File: config.mk
export PLATFORM = sky130hd
export DESIGN_NAME = tlb_ctrl
export DESIGN_NICKNAME = d
export VERILOG_FILES = /design/src/rtl/tlb_ctrl.sv
export SDC_FILE = /design/constraint.sdc
export NUM_CORES = 2
export LEC_CHECK = 0
export BUFFER_PORTS_ARGS = -buffer_cell sky130_fd_sc_hd__buf_2
export CAP_MARGIN = 30
export CORE_AREA = 2 2 340 342
export DETAILED_ROUTE_END_ITERATION = 16
export DIE_AREA = 0 0 342 344
export GPL_ROUTABILITY_DRIVEN = 0
export PLACE_DENSITY_LB_ADDON = 0.1
export SETUP_SLACK_MARGIN = 0.02
export SYNTH_ARGS = -nofsm -noshare
export SYNTH_HDL_FRONTEND = slang
export SYNTH_SLANG_ARGS = --single-unit
export TNS_END_PERCENT = 20
File: constraint.sdc
create_clock -name clk -period 53.3 [get_ports clk]
set_clock_uncertainty 0.15 [all_clocks]
set_input_delay 5.33 -clock clk [delete_from_list [all_inputs] [get_ports clk]]
set_output_delay 5.33 -clock clk [all_outputs]
set_load 0.02 [all_outputs]
File: src/rtl/tlb_ctrl.sv
// TLB array plus TLBP/TLBR/TLBWI sequencer beside CP0.
// Build option: define TLB_PARALLEL_PROBE_EN to probe every entry in a single cycle.
module tlb_ctrl #(
    parameter int TLBNUM = 16,
    parameter int IDXW   = 4
) (
    input  logic        clk,
    input  logic        reset,
    input  logic        tlb_req,
    input  logic [1:0]  tlb_op,
    input  logic        flush,
    input  logic [31:0] c0_index,
    input  logic [31:0] c0_entryhi,
    input  logic [31:0] c0_entrylo0,
    input  logic [31:0] c0_entrylo1,
    output logic        tlb_busy,
    output logic        tlb_done,
    output logic        tlbp_we,
    output logic        tlbr_we,
    output logic [31:0] index,
    output logic [31:0] entryhi,
    output logic [31:0] entrylo0,
    output logic [31:0] entrylo1
);

    // state   | meaning
    // S_IDLE  | waiting for an accepted tlb_req
    // S_PROBE | TLBP compare (one entry per cycle, or all at once)
    // S_READ  | TLBR load of result registers from entry[idx]
    // S_WRITE | TLBWI store of the snapshot into entry[idx]
    // S_RESP  | completion pulse cycle
    typedef enum logic [2:0] {S_IDLE, S_PROBE, S_READ, S_WRITE, S_RESP} state_t;

    localparam logic [1:0] OP_P    = 2'b00;
    localparam logic [1:0] OP_R    = 2'b01;
    localparam logic [1:0] OP_RSVD = 2'b11;

    state_t            state;
    logic [1:0]        op_r;
    logic [IDXW-1:0]   snap_idx;
    logic [31:0]       snap_hi;
    logic [31:0]       snap_lo0;
    logic [31:0]       snap_lo1;

    // entry storage; lo fields keep bits [25:1] of the EntryLo image
    logic [18:0]       e_vpn2 [TLBNUM];
    logic [7:0]        e_asid [TLBNUM];
    logic              e_g    [TLBNUM];
    logic [24:0]       e_lo0  [TLBNUM];
    logic [24:0]       e_lo1  [TLBNUM];

    logic [TLBNUM-1:0] hit_vec;
    logic              wr_en;
    logic              unused_bits;

    assign unused_bits = ^{c0_index[31:IDXW], snap_hi[12:8], snap_lo0[31:26], snap_lo1[31:26]};

    always_comb begin
        hit_vec = '0;
        for (int i = 0; i < TLBNUM; i++) begin
            hit_vec[i] = (e_vpn2[i] == snap_hi[31:13]) && (e_g[i] || (e_asid[i] == snap_hi[7:0]));
        end
    end

`ifdef TLB_PARALLEL_PROBE_EN
    logic [IDXW-1:0] first_idx;

    // scan downward so the lowest matching index is the one left standing
    always_comb begin
        first_idx = '0;
        for (int i = TLBNUM - 1; i >= 0; i--) begin
            if (hit_vec[i]) first_idx = IDXW'(i);
        end
    end
`else
    localparam logic [IDXW-1:0] LAST_IDX = IDXW'(TLBNUM - 1);
    logic [IDXW-1:0] ptr;
`endif

    assign wr_en    = (state == S_WRITE) && !flush;
    assign tlb_busy = (state != S_IDLE);
    assign tlb_done = (state == S_RESP) && !flush;
    assign tlbp_we  = tlb_done && (op_r == OP_P);
    assign tlbr_we  = tlb_done && (op_r == OP_R);

    always_ff @(posedge clk or posedge reset) begin
        if (reset) begin
            for (int i = 0; i < TLBNUM; i++) begin
                e_vpn2[i] <= '0;
                e_asid[i] <= '0;
                e_g[i]    <= 1'b0;
                e_lo0[i]  <= '0;
                e_lo1[i]  <= '0;
            end
        end else if (wr_en) begin
            e_vpn2[snap_idx] <= snap_hi[31:13];
            e_asid[snap_idx] <= snap_hi[7:0];
            e_g[snap_idx]    <= snap_lo0[0] & snap_lo1[0];
            e_lo0[snap_idx]  <= snap_lo0[25:1];
            e_lo1[snap_idx]  <= snap_lo1[25:1];
        end
    end

    always_ff @(posedge clk or posedge reset) begin
        if (reset) begin
            state    <= S_IDLE;
            op_r     <= OP_P;
            snap_idx <= '0;
            snap_hi  <= '0;
            snap_lo0 <= '0;
            snap_lo1 <= '0;
`ifndef TLB_PARALLEL_PROBE_EN
            ptr      <= '0;
`endif
            index    <= '0;
            entryhi  <= '0;
            entrylo0 <= '0;
            entrylo1 <= '0;
        end else if (state == S_IDLE) begin
            if (tlb_req && tlb_op != OP_RSVD) begin
                op_r     <= tlb_op;
                snap_idx <= c0_index[IDXW-1:0];
                snap_hi  <= c0_entryhi;
                snap_lo0 <= c0_entrylo0;
                snap_lo1 <= c0_entrylo1;
`ifndef TLB_PARALLEL_PROBE_EN
                ptr      <= '0;
`endif
                case (tlb_op)
                    OP_P:    state <= S_PROBE;
                    OP_R:    state <= S_READ;
                    default: state <= S_WRITE;
                endcase
            end
        end else if (flush) begin
            state <= S_IDLE;
        end else begin
            case (state)
                S_PROBE: begin
`ifdef TLB_PARALLEL_PROBE_EN
                    index <= (|hit_vec) ? 32'(first_idx) : 32'h8000_0000;
                    state <= S_RESP;
`else
                    if (hit_vec[ptr]) begin
                        index <= 32'(ptr);
                        state <= S_RESP;
                    end else if (ptr == LAST_IDX) begin
                        index <= 32'h8000_0000;
                        state <= S_RESP;
                    end else begin
                        ptr <= ptr + 1'b1;
                    end
`endif
                end
                S_READ: begin
                    entryhi  <= {e_vpn2[snap_idx], 5'b0, e_asid[snap_idx]};
                    entrylo0 <= {6'b0, e_lo0[snap_idx], e_g[snap_idx]};
                    entrylo1 <= {6'b0, e_lo1[snap_idx], e_g[snap_idx]};
                    state    <= S_RESP;
                end
                S_WRITE: state <= S_RESP;
                default: state <= S_IDLE;
            endcase
        end
    end

endmodule
After elaboration in Yosys (flattened, before gate mapping) --
Cells that the tools add are included.
Word-level totals: flip-flop bits (word level) 1456, input bits 134, output and inout port bits 132, word-level logic and storage cells 240
Operators by class: add/sub/neg operators 1, $lt $le $gt $ge 3, equality and inequality tests 45, mux-type cells 45, bitwise logic cells 4, reductions and logical operators 51
Operators by type and width (count):
- bitwise mux 400 bit | 2
- bitwise mux 304 bit | 1
- == test 19 bit | 16
- binary-select mux 25 bit (select 4 bit) | 2
- bitwise mux 128 bit | 1
- == test 8 bit | 16
- two-way mux 25 bit | 5
- demux 25 bit (select 4 bit) | 1
- binary-select mux 19 bit (select 4 bit) | 1
- demux 19 bit (select 4 bit) | 1
- two-way mux 32 bit | 2
- two-way mux 19 bit | 3
- binary-select mux 8 bit (select 4 bit) | 1
- demux 8 bit (select 4 bit) | 1
- two-way mux 4 bit | 6
- two-way mux 8 bit | 3
- logical AND 1 bit | 22
- bitwise mux 16 bit | 1
- logical OR 1 bit | 16
- two-way mux 3 bit | 5
- binary-select mux 1 bit (select 4 bit) | 2
- == test 3 x 2 -> 1 bit, second input constant | 2
- != test 2 bit, second input constant | 3
- one-hot mux 3 bit (2 select lines) | 1
- 26 further kinds | 35

Logic depth before layout (Yosys ltp) --
depth in word-level cells 9, gate-level depth with buffers 12, mapped depth without buffers 9

Worst setup path before layout --
Ideal clock, no wire load.
path kind input to output, start input port flush, end output port tlbp_we, data arrival time 6822 ps, required time 47820 ps, slack 40998 ps, stages 2, buffers on the path 0, cell sequence nor4b_1 nor3b_1
Between the ends: longest elaborated chain between the ends 3
Ends and longest elaborated chain:
- start, declared | line 11 | input logic flush,
- logical NOT 1 bit | line 82 | assign tlb_done = (state == S_RESP) && !flush;
- logical AND 1 bit | line 82
- logical AND 1 bit | line 83 | assign tlbp_we = tlb_done && (op_r == OP_P);
- end, declared | line 18 | output logic tlbp_we,
No other way between the ends.

Worst setup path in the final report --
Same ends and word-level chain as after synthesis.

==> tab_implementation.tex <==
\begin{tabular}{lr}
\hline
Metric & Value \\
\hline
\multicolumn{2}{l}{\textbf{Status}} \\
\quad Run status & finished, final reports clean \\
\multicolumn{2}{l}{\textbf{Floorplanning}} \\
\quad Cell row count & 124 \\
\quad Starting density of the core & 59.5\% \\
\quad Die ar. & 118000 um2 \\
\quad Horizontal die dimension & 342 um \\
\quad Core Footprint & 114000 um2 \\
\quad Height of the chip & 344 um \\
\quad Top-level port count & 266 \\
\multicolumn{2}{l}{\textbf{Placement}} \\
\quad Instance area at placement & 69600 um2 \\
\quad Post-detailed-placement half-perimeter wirelength & 104 mm \\
\quad Worst slack at placement & 41.18 ns \\
\quad DP Cell Count & 6368 \\
\quad Port Buf Inserts & 176 \\
\multicolumn{2}{l}{\textbf{Job}} \\
\quad Count of maximum capacitance violations & 0 \\
\multicolumn{2}{l}{\textbf{Setup path}} \\
\quad Category of the critical setup timing path & in2out \\
\quad Top cell by count, worst path & buf\_2 \\
\quad Nature of the critical path startpoint & input port \\
\quad Cell type of the slowest stage on the worst timing path & nor4b\_1 \\
\quad Sequence of cells on the critical path & buf\_2 -> nor4b\_1 -> nor3b\_1 -> buf\_4 -> buf\_2 \\
\quad RR Startpoint & snap\_idx[2] \\
\quad Critical path data required time & 47.82 ns \\
\quad Critical path endpoint & tlbp\_we \\
\quad Type of element capturing the critical path & output pin \\
\quad Slack of the worst reg-to-reg path & 49.04 ns \\
\quad Worst setup path startpoint & flush \\
\quad Crit Reg-Reg Endpoint & e\_asid[92] \\
\quad Number of cells on the worst reg-to-reg path & 6 \\
\quad Worst path max stage delay & 0.48 ns \\
\quad Critical-path maximum fanout & 3 \\
\quad WP data arrival & 6.64 ns \\
\multicolumn{2}{l}{\textbf{GRT}} \\
\quad Number of antenna violations at the first check in global routing & 4 \\
\quad Overall Global Routing Usage & 30.5\% \\
\quad Vias in the first global route & 42146 \\
\quad Total grt overflow & 0 \\
\quad Wire length of the first global-routing pass & 269 mm \\
\quad Pin count of the biggest net entering global routing & 134 \\
\multicolumn{2}{l}{\textbf{Drt}} \\
\quad Initial drt markers & 3447 \\
\quad Drt via density & 6.16 \\
\quad WL/cell & 26.4 um \\
\quad Total vias in the final route & 40990 \\
\quad Number of optimization iterations in the first detailed-route pass & 5 \\
\quad DR DRC count & 0 \\
\quad Final ANT Viol Nets & 0 \\
\quad Final WL & 175 mm \\
\multicolumn{2}{l}{\textbf{Finish}} \\
\quad Final non-filler cell total & 6650 \\
\quad Total Nets Final & 5157 \\
\quad Layout cells sized above 1 & 39.7\% \\
\quad Post-route cell area & 75100 um2 \\
\quad Syn-to-layout area delta & 10.7\% \\
\multicolumn{2}{l}{\textbf{Logic synthesis}} \\
\quad Number of storage elements in the synthesis netlist & 1423 \\
\quad Area of the mapped netlist & 67800 um2 \\
\quad Mapped Avg Cell Area & 13.5 um2 \\
\quad Gate Count Post-Synth & 5022 \\
\quad Most area-consuming cells after synthesis & dfrtp\_1 53\%, mux2\_2 18\%, mux4\_2 13\% \\
\quad Fraction of post-synthesis cell area in the top cell type by area & 52.5\% \\
\quad Most numerous cell in the Yosys netlist & dfrtp\_1 \\
\quad Async SR Flop Fraction & 100\% \\
\quad Top cells by count, synth & 1423 x dfrtp\_1, 1087 x mux2\_2, 957 x nand2\_1 \\
\quad Post-synth top area cell & dfrtp\_1 \\
\quad Yosys warning total & 0 \\
\quad Sequential area share after synthesis & 52.5\% \\
\quad Distinct cell type count after synthesis & 54 \\
\quad EDFF count, synth & 0 \\
\quad Most used DFF post-synth & dfrtp\_1 \\
\multicolumn{2}{l}{\textbf{Clocking}} \\
\quad Total clock buffers created by CTS & 152 \\
\quad TritonCTS Sinks & 1423 \\
\quad Quantity of hold-fixing buffers added after cts & 0 \\
\quad CTS tree & yes \\
\quad Buffer cell driving the clock tree root & clkbuf\_16 \\
\quad Clock latency on the worst-skew pair & 0.76 ns \\
\quad Clk slew on worst S/H paths & 0.05 ns \\
\quad H-Tree Depth & 4 \\
\quad Number of setup buffers added after CTS & 0 \\
\quad Post-cts repair resize count & 0 \\
\quad Longest Clk Path Bufs & 3 \\
\multicolumn{2}{l}{\textbf{STA}} \\
\quad Sum Neg Setup Slack & 0 ns \\
\quad Worst max-slew margin expressed relative to the limit & 30.5\% \\
\quad Slew at the pin closest to its max-slew limit & 1.04 ns \\
\quad Final-report hold violation count & 0 \\
\quad Total count of max-transition violations in the final report & 0 \\
\quad RSZ-0062 raised after global routing & no \\
\quad Fin crit period & 12.12 ns \\
\quad Number of endpoints failing setup at the final stage & 0 \\
\quad Final worst setup slack & 41.18 ns \\
\quad Achievable frequency & 0.0825 GHz \\
\quad Period utilization & 22.7\% \\
\multicolumn{2}{l}{\textbf{Power and ir drop}} \\
\quad Power density of the placed cells & 42.9 nW/um2 \\
\quad Clock Power Share & 33.3\% \\
\quad Combinational group share of total power & 24.3\% \\
\quad Final Power & 3.22 mW \\
\quad Sequential Power Share & 42.3\% \\
\quad Net switching power of the design & 1.03 mW \\
\quad Share of total power consumed by net switching & 32.1\% \\
\quad Leakage power & 37.6 nW \\
\quad Maximum ir drop on the vdd rail & 0.0351 mV \\
\quad Internal power consumption & 2.19 mW \\
\multicolumn{2}{l}{\textbf{Worst hold path}} \\
\quad Worst hold path class & reg2reg \\
\hline
\end{tabular}
## stage by stage
step | util [%] | hold slack (ns)
6_report | 65.9 | 0.322
3_5_place_dp | 61.1 | 0.309
2_1_floorplan | - | 0.292
5_1_grt | 65.9 | 0.340
4_1_cts | 65.6 | 0.326
3_3_place_gp | 60.9 | 0.305
## worst min path at each step
stage / start / end / slack (ns) / cells past startpoint
2_1_floorplan: e_lo1[192] / e_lo1[192] / 0.29 / 2
3_3_place_gp: e_lo0[275] / e_lo0[275] / 0.30 / 2
3_5_place_dp: e_lo0[391] / e_lo0[391] / 0.31 / 2
4_1_cts: e_lo1[93] / e_lo1[93] / 0.33 / 2
5_1_grt: e_lo1[194] / e_lo1[194] / 0.34 / 2
6_report: e_lo1[184] / e_lo1[184] / 0.32 / 2
## registers in the layout (all words and copies together) (netlist names), 3 cells and up
signal and count:
index 5, e_asid 128, entrylo0 25, snap_hi 27, entryhi 27, e_g 16
e_lo1 400, e_lo0 400, e_vpn2 304, snap_lo1 26, snap_lo0 26, state 3
entrylo1 26, snap_idx 4, ptr 4
## layout by cell type, fill, tap and decap left out, drive strengths merged, types with 3 or more instances in the layout
master  instances
o211ai          3
nand3          22
or4             4
nand4          38
inv            10
mux4          390
buf           286
clkinv         26
xor2          291
mux2         1087
a21oi          16
a22o            4
bufinv          6
nor3b           3
and3            3
conb           44
nand2         957
nor4           74
clkbuf        230
nor2           12
xnor2         141
nor3           10
o21ai          19
dfrtp        1423
and2            3
## power by group through the flow
stage,Clock [mW],Combinational [mW],Sequential [mW]
3_3_place_gp,0,0.766,1.38
3_5_place_dp,0,0.782,1.38
4_1_cts,1.09,0.785,1.36
2_1_floorplan,0,0.634,1.31
6_report,1.07,0.783,1.36
5_1_grt,1.13,0.839,1.38
## final cells by class
class,instances,area (um2)
Antenna cell,2,5.00
Clock buffer,230,4700
Clock inverter,38,405
Fill cell,8369,38800
Inverter,6,30.0
Multi-Input combinational cell,3153,30300
Sequential cell,1423,35600
Tap cell,1512,1890
Timing Repair Buffer,286,2140
## worst max-delay path: cells and delay by family
kind                   cells  cell delay (ns)
AND/OR/NAND/NOR            2             0.74
buffers and inverters      3             0.56
## kinds of logic (layout without fill, tap and decap cells)
kind of cell,after synthesis,after routing,share of synthesized area [%]
compound gates,63,63,0.642
xor+xnor,432,432,5.58
fa+ha+maj,1,1,0.0185
buf+inv,489,560,3.31
flops,1423,1423,52.5
mux,1479,1479,31.0
other cells,1,46,0.00553
simple gates,1134,1134,6.86
## routing by layer
| metal | share of wire, % | GRT usage, % | vias to the layer above |
|---|---|---|---|
| met4 | 3.3 | 10.7 | 4 |
| met1 | 43 | 43.3 | 21871 |
| met2 | 49 | 49.4 | 1211 |
| met5 | 0.014 | 0 | - |
| met3 | 5.4 | 3.80 | 310 |
| li1 | - | - | 17594 |
Note: power is estimated with default switching activity, not from simulation.
